<file path="src/rtl/token_stream_tx_if.sv">
// token_stream_tx_if: buffer-load and word-stream bundle
// master = controller side, slave = token_stream_tx
interface token_stream_tx_if #(
  parameter int DATA_W = 16,
  parameter int ADDR_W = 5
);
  logic              wr_en;
  logic [ADDR_W-1:0] wr_addr;
  logic [DATA_W-1:0] wr_data;
  logic              start;
  logic [ADDR_W:0]   len;
  logic [1:0]        block_sel_in;
  logic              data_ready;
  logic [DATA_W-1:0] data_in;
  logic              data_in_valid;
  logic [1:0]        block_sel;
  logic              busy;
  logic              done;

  modport master (
    output wr_en, wr_addr, wr_data,
    output start, len, block_sel_in,
    output data_ready,
    input  data_in, data_in_valid,
    input  block_sel, busy, done
  );

  modport slave (
    input  wr_en, wr_addr, wr_data,
    input  start, len, block_sel_in,
    input  data_ready,
    output data_in, data_in_valid,
    output block_sel, busy, done
  );
endinterface

</file>
<file path="src/rtl/token_stream_tx.sv">
// token_stream_tx: buffers token words, then streams
// buffer[0..len-1] over a valid/ready port
module token_stream_tx #(
  parameter int DATA_W = 16,
  parameter int DEPTH  = 32,
  parameter int ADDR_W = 5
) (
  input logic              clk,
  input logic              rst_n,
  token_stream_tx_if.slave bus
);

  typedef enum logic [1:0] {
    IDLE,
    LOAD,
    STREAM,
    DONE
  } state_t;

  localparam logic [ADDR_W:0] DEPTH_L =
    (ADDR_W+1)'(DEPTH);

  state_t state;
  state_t state_nxt;

  logic [DATA_W-1:0] mem [DEPTH];

  logic [ADDR_W:0] ptr;
  logic [ADDR_W:0] ptr_inc;
  logic [ADDR_W:0] len_q;
  logic [ADDR_W:0] len_clamp;
  logic            go;
  logic            xfer;
  logic            last;

  assign go = (state == IDLE) && bus.start &&
              (bus.len != '0);

  assign len_clamp = (bus.len > DEPTH_L) ?
                     DEPTH_L : bus.len;

  assign xfer = (state == STREAM) &&
                bus.data_in_valid &&
                bus.data_ready;

  // ptr is the index of the word now on data_in
  assign ptr_inc = ptr + 1'b1;
  assign last    = (ptr_inc == len_q);

  assign bus.busy = (state != IDLE);
  assign bus.done = (state == DONE);

  // buffer is only writable while idle; never reset
  always_ff @(posedge clk) begin
    if (state == IDLE && bus.wr_en)
      mem[bus.wr_addr] <= bus.wr_data;
  end

  // state register
  always_ff @(posedge clk or negedge rst_n) begin
    if (!rst_n) state <= IDLE;
    else        state <= state_nxt;
  end

  // next-state decode
  always_comb begin
    state_nxt = state;
    unique case (state)
      IDLE:   if (go) state_nxt = LOAD;
      LOAD:   state_nxt = STREAM;
      STREAM: if (xfer && last) state_nxt = DONE;
      DONE:   state_nxt = IDLE;
      default: state_nxt = IDLE;
    endcase
  end

  // stream datapath: latch params, load and advance words
  always_ff @(posedge clk or negedge rst_n) begin
    if (!rst_n) begin
      len_q             <= '0;
      ptr               <= '0;
      bus.block_sel     <= '0;
      bus.data_in       <= '0;
      bus.data_in_valid <= 1'b0;
    end else begin
      if (go) begin
        len_q         <= len_clamp;
        bus.block_sel <= bus.block_sel_in;
        ptr           <= '0;
      end
      if (state == LOAD) begin
        bus.data_in       <= mem[0];
        bus.data_in_valid <= 1'b1;
      end
      if (xfer) begin
        if (last) begin
          bus.data_in_valid <= 1'b0;
        end else begin
          bus.data_in <= mem[ptr_inc[ADDR_W-1:0]];
          ptr         <= ptr_inc;
        end
      end
    end
  end

endmodule

</file>
<file path="src/flat_wrapper.sv">
// flat-port wrapper written by rule: the top's interface ports become plain ports
module token_stream_tx_flat 
#(
  parameter int DATA_W = 16,
  parameter int DEPTH  = 32,
  parameter int ADDR_W = 5
)
  (clk, rst_n, bus_wr_en, bus_wr_addr, bus_wr_data, bus_start, bus_len, bus_block_sel_in, bus_data_ready, bus_data_in, bus_data_in_valid, bus_block_sel, bus_busy, bus_done);
  token_stream_tx_if #(.DATA_W(DATA_W), .ADDR_W(ADDR_W)) bus_i ();
  input logic clk;
  input logic rst_n;
  input wire logic [$bits(bus_i.wr_en)-1:0] bus_wr_en;
  input wire logic [$bits(bus_i.wr_addr)-1:0] bus_wr_addr;
  input wire logic [$bits(bus_i.wr_data)-1:0] bus_wr_data;
  input wire logic [$bits(bus_i.start)-1:0] bus_start;
  input wire logic [$bits(bus_i.len)-1:0] bus_len;
  input wire logic [$bits(bus_i.block_sel_in)-1:0] bus_block_sel_in;
  input wire logic [$bits(bus_i.data_ready)-1:0] bus_data_ready;
  output wire logic [$bits(bus_i.data_in)-1:0] bus_data_in;
  output wire logic [$bits(bus_i.data_in_valid)-1:0] bus_data_in_valid;
  output wire logic [$bits(bus_i.block_sel)-1:0] bus_block_sel;
  output wire logic [$bits(bus_i.busy)-1:0] bus_busy;
  output wire logic [$bits(bus_i.done)-1:0] bus_done;
  assign bus_i.wr_en = bus_wr_en;
  assign bus_i.wr_addr = bus_wr_addr;
  assign bus_i.wr_data = bus_wr_data;
  assign bus_i.start = bus_start;
  assign bus_i.len = bus_len;
  assign bus_i.block_sel_in = bus_block_sel_in;
  assign bus_i.data_ready = bus_data_ready;
  assign bus_data_in = bus_i.data_in;
  assign bus_data_in_valid = bus_i.data_in_valid;
  assign bus_block_sel = bus_i.block_sel;
  assign bus_busy = bus_i.busy;
  assign bus_done = bus_i.done;
  token_stream_tx #(.DATA_W(DATA_W), .DEPTH(DEPTH), .ADDR_W(ADDR_W)) u_core (.clk(clk), .rst_n(rst_n), .bus(bus_i));
endmodule
</file>
<file path="config.mk">
export PLATFORM = sky130hd
export DESIGN_NAME = token_stream_tx_flat
export DESIGN_NICKNAME = d
export VERILOG_FILES = /design/src/rtl/token_stream_tx_if.sv /design/src/rtl/token_stream_tx.sv /design/src/flat_wrapper.sv
export SDC_FILE = /design/constraint.sdc
export NUM_CORES = 1
export LEC_CHECK = 0
export ABC_AREA = 1
export CORE_ASPECT_RATIO = 0.8
export CORE_MARGIN = 1.5
export CORE_UTILIZATION = 40
export CTS_BUF_LIST = sky130_fd_sc_hd__clkbuf_8
export DETAILED_ROUTE_END_ITERATION = 7
export PLACE_DENSITY = 0.64
export SYNTH_ARGS = -nofsm -noshare
export SYNTH_HDL_FRONTEND = slang
export SYNTH_SLANG_ARGS = --single-unit
</file>
<file path="constraint.sdc">
create_clock -name clk -period 6.3 [get_ports clk]
set_input_delay 1.89 -clock clk [delete_from_list [all_inputs] [get_ports clk]]
set_output_delay 1.89 -clock clk [all_outputs]
set_load 0.05 [all_outputs]
</file>
==> results.cfg <==
[sta]
slew_violations = 0
slew_headroom = 0.144
max_freq_mhz = 241
finalCritPeriodShare = 0.659
hold_violations = 0
rsz0062_at_grt = false
clock_skew_ns = 0.0225
worstMarginPinSlew_ns = 1.28
layout_min_cycle_time_ns = 4.15
setup-tns-final_ns = 0
setup_violations = 0

[yosys]
yosys.area.top_type_share = 0.677
synth_seq_cells = 545
syn_nets = 2035
netlist_top_cells_area = edfxtp_1 (68%), nand2_1 (9.2%), nand3_1 (6.6%)
yosysTopAreaCell = edfxtp_1
syn_inst = 1996
synthArstFlopShare = 0.0606
ys.warnings.count = 0
synth-edff-count = 512
yosysUniqueCellTypes = 33
synth_seq_area_share = 0.713
synth_area_per_cell_um2 = 11.4
syn-cell-area_mm2 = 0.0227
synthFlopType = edfxtp_1

[power_and_ir_drop]
p_int_mw = 6.65
p_leak_nw = 9.32
clock_power_share = 0.241
combinationalPowerShare = 0.382
power_mw = 11.1
powerDensity_mw_per_mm2 = 438
ir_worst_vdd_v = 0.000339
p_sw_mw = 4.49
p_seq_frac = 0.378
p_sw_frac = 0.403

[worst_hold_path]
min_path_type = reg -> reg
whs_endpoint = u_core.bus.block_sel[1]
min_path_cells = 2
hp-start = u_core.bus.block_sel[1]

[detailed_routing]
dr.pass1.iters = 5
wl_um = 58100
first_iter_violations = 1880
via_count = 15100
wl_per_cell_um = 20.2
via_per_inst = 5.26
ant_nets = 0
drc_errors = 0

[worst_setup_path]
reg2reg_from = u_core.ptr[0]
critPathLaunchType = register
worstPathArrival_ns = 2.26
slowest_stage = clkdlybuf4s50_1
crit_fanout = 5
r2r_cells = 11
cpPeakStageDelay_ns = 0.79
worstPathCellList = inv_1, ha_1, inv_1, clkdlybuf4s50_1
r2r_slack_ns = 2.57
critPathCaptureType = output pin
path_common_cell = inv_1
worstPathRequired_ns = 4.41
rr_endpoint = u_core.bus.data_in[11]
path_class = reg -> out

[finish]
drive_above_1_share = 0.0974
final_common_cell = nand2_1
finalNonFillerCells = 2876
finish.net_count = 2103
fin_util = 0.457
most-common-layout-cells = nand2_1 (558), edfxtp_1 (512), nand3_1 (301)
final_cell_area_mm2 = 0.0254
area_growth_pct = 11.9
fillers = 5098
diodes = 0

[clock_tree]
path_clk_slew_ns = 0.07
clock_tree.root_cell = clkbuf_8
cts_resized = 0
clk_latency_ns = 0.65
cts_made_buffers = 79
ctsHoldBuffers = 0
clkSinkCount = 545
cts_buffer_depth = 3
post_cts.repair.setup_buffers = 0
tritoncts = built
cts_max_level = 3

[grt]
grt_remaining_overflow = 0
track_usage = 0.198
grt_pass1_vias = 14100
grt_max_degree = 128
grt_pass1_wl_um = 87800
antenna_found_initial = 0

[die]
dieArea_mm2 = 0.0583
start_util = 0.408
io_pins = 55
die_h_um = 216
die_w_um = 269
core_area_mm2 = 0.0557
rows = 77

[flow_run]
max_cap_viol_count = 0

[placement]
portBuffers = 54
post_dp_cell_area_mm2 = 0.0240
place_congestion = 0.888
hpwl_um = 33600
dpl.cell_count = 2733

[run_status]
status = finished, final reports clean
## sequential cells by signal, indices dropped and copies added (netlist names)
| register | cells |
|---|---|
| u_core.state | 2 |
| u_core.mem | 512 |
| u_core.ptr | 6 |
| u_core.bus.block_sel | 2 |
| u_core.len_q | 6 |
| u_core.bus.data_in | 16 |
| u_core.bus.data_in_valid | 1 |
## power groups by stage
stage | Sequential [mW] | Clock, mW | Combinational [mW]
6_report | 4.20 | 2.68 | 4.25
5_1_grt | 4.22 | 2.89 | 4.68
4_1_cts | 4.20 | 2.73 | 4.20
3_5_place_dp | 4.28 | 0 | 4.19
3_3_place_gp | 4.28 | 0 | 4.14
2_1_floorplan | 4.42 | 0 | 2.75
## logic make-up after synthesis
kind of cell,Yosys count,synth area share
AOI/OAI and AO/OA,147,0.0362
adders and majority gates,5,0.00275
buffers and inverters,174,0.0354
DFF,545,0.713
muxes,16,0.00793
and+or+nand+nor,1109,0.205
## cell usage after synthesis (13+ instances only)
master    number
a21oi_1       15
buf_1         13
buf_2         51
clkbuf_1      34
dfrtp_1       33
edfxtp_1     512
inv_1         58
mux2_2        16
nand2_1      559
nand3_1      301
nor2_1       216
nor2_2        19
o211ai_1      21
o21ai_0       90
## how the worst max path moves through the flow
stage / startpoint / endpoint / slack (ns) / cells past startpoint
2_1_floorplan: bus_wr_en / u_core.mem[0][0] / 2.96 / 4
3_3_place_gp: bus_wr_en / u_core.mem[4][8] / 1.93 / 5
3_5_place_dp: bus_wr_en / u_core.mem[24][5] / 1.82 / 5
4_1_cts: u_core.state[0] / bus_busy / 2.13 / 4
5_1_grt: u_core.state[0] / bus_busy / 2.03 / 4
6_report: u_core.state[0] / bus_busy / 2.15 / 4
## final cells by class
class	count	area [um2]	share of cell area
sequential	545	16200	0.637
multi-input combinational	1277	5730	0.225
clock buffer	82	1130	0.0444
tap	750	938	0.0369
timing repair buffer	101	858	0.0338
clock inverter	61	332	0.0130
inverter	60	235	0.00925
## through the flow
stage          hold WS [ns]  setup WS (ns)
3_3_place_gp          0.466           1.93
6_report              0.491           2.15
2_1_floorplan         0.487           2.96
4_1_cts               0.490           2.13
5_1_grt               0.506           2.03
3_5_place_dp          0.473           1.82
## worst max-delay path: cells and delay by family (launching register included)
kind | cells | cell delay (ns)
flip-flops | 1 | 0.40
buffers and inverters | 3 | 0.95
adder cells (fa/ha/maj) | 1 | 0.27
## routing by layer
metal / share of wire / track usage / wire (um)
met1: 0.49 / 0.318 / 28200
met2: 0.40 / 0.261 / 23000
met3: 0.097 / 0.0474 / 5620
met4: 0.021 / 0.0564 / 1220
met5: 0 / 0 / 0
No activity file was read; power rests on OpenSTA's default activity.
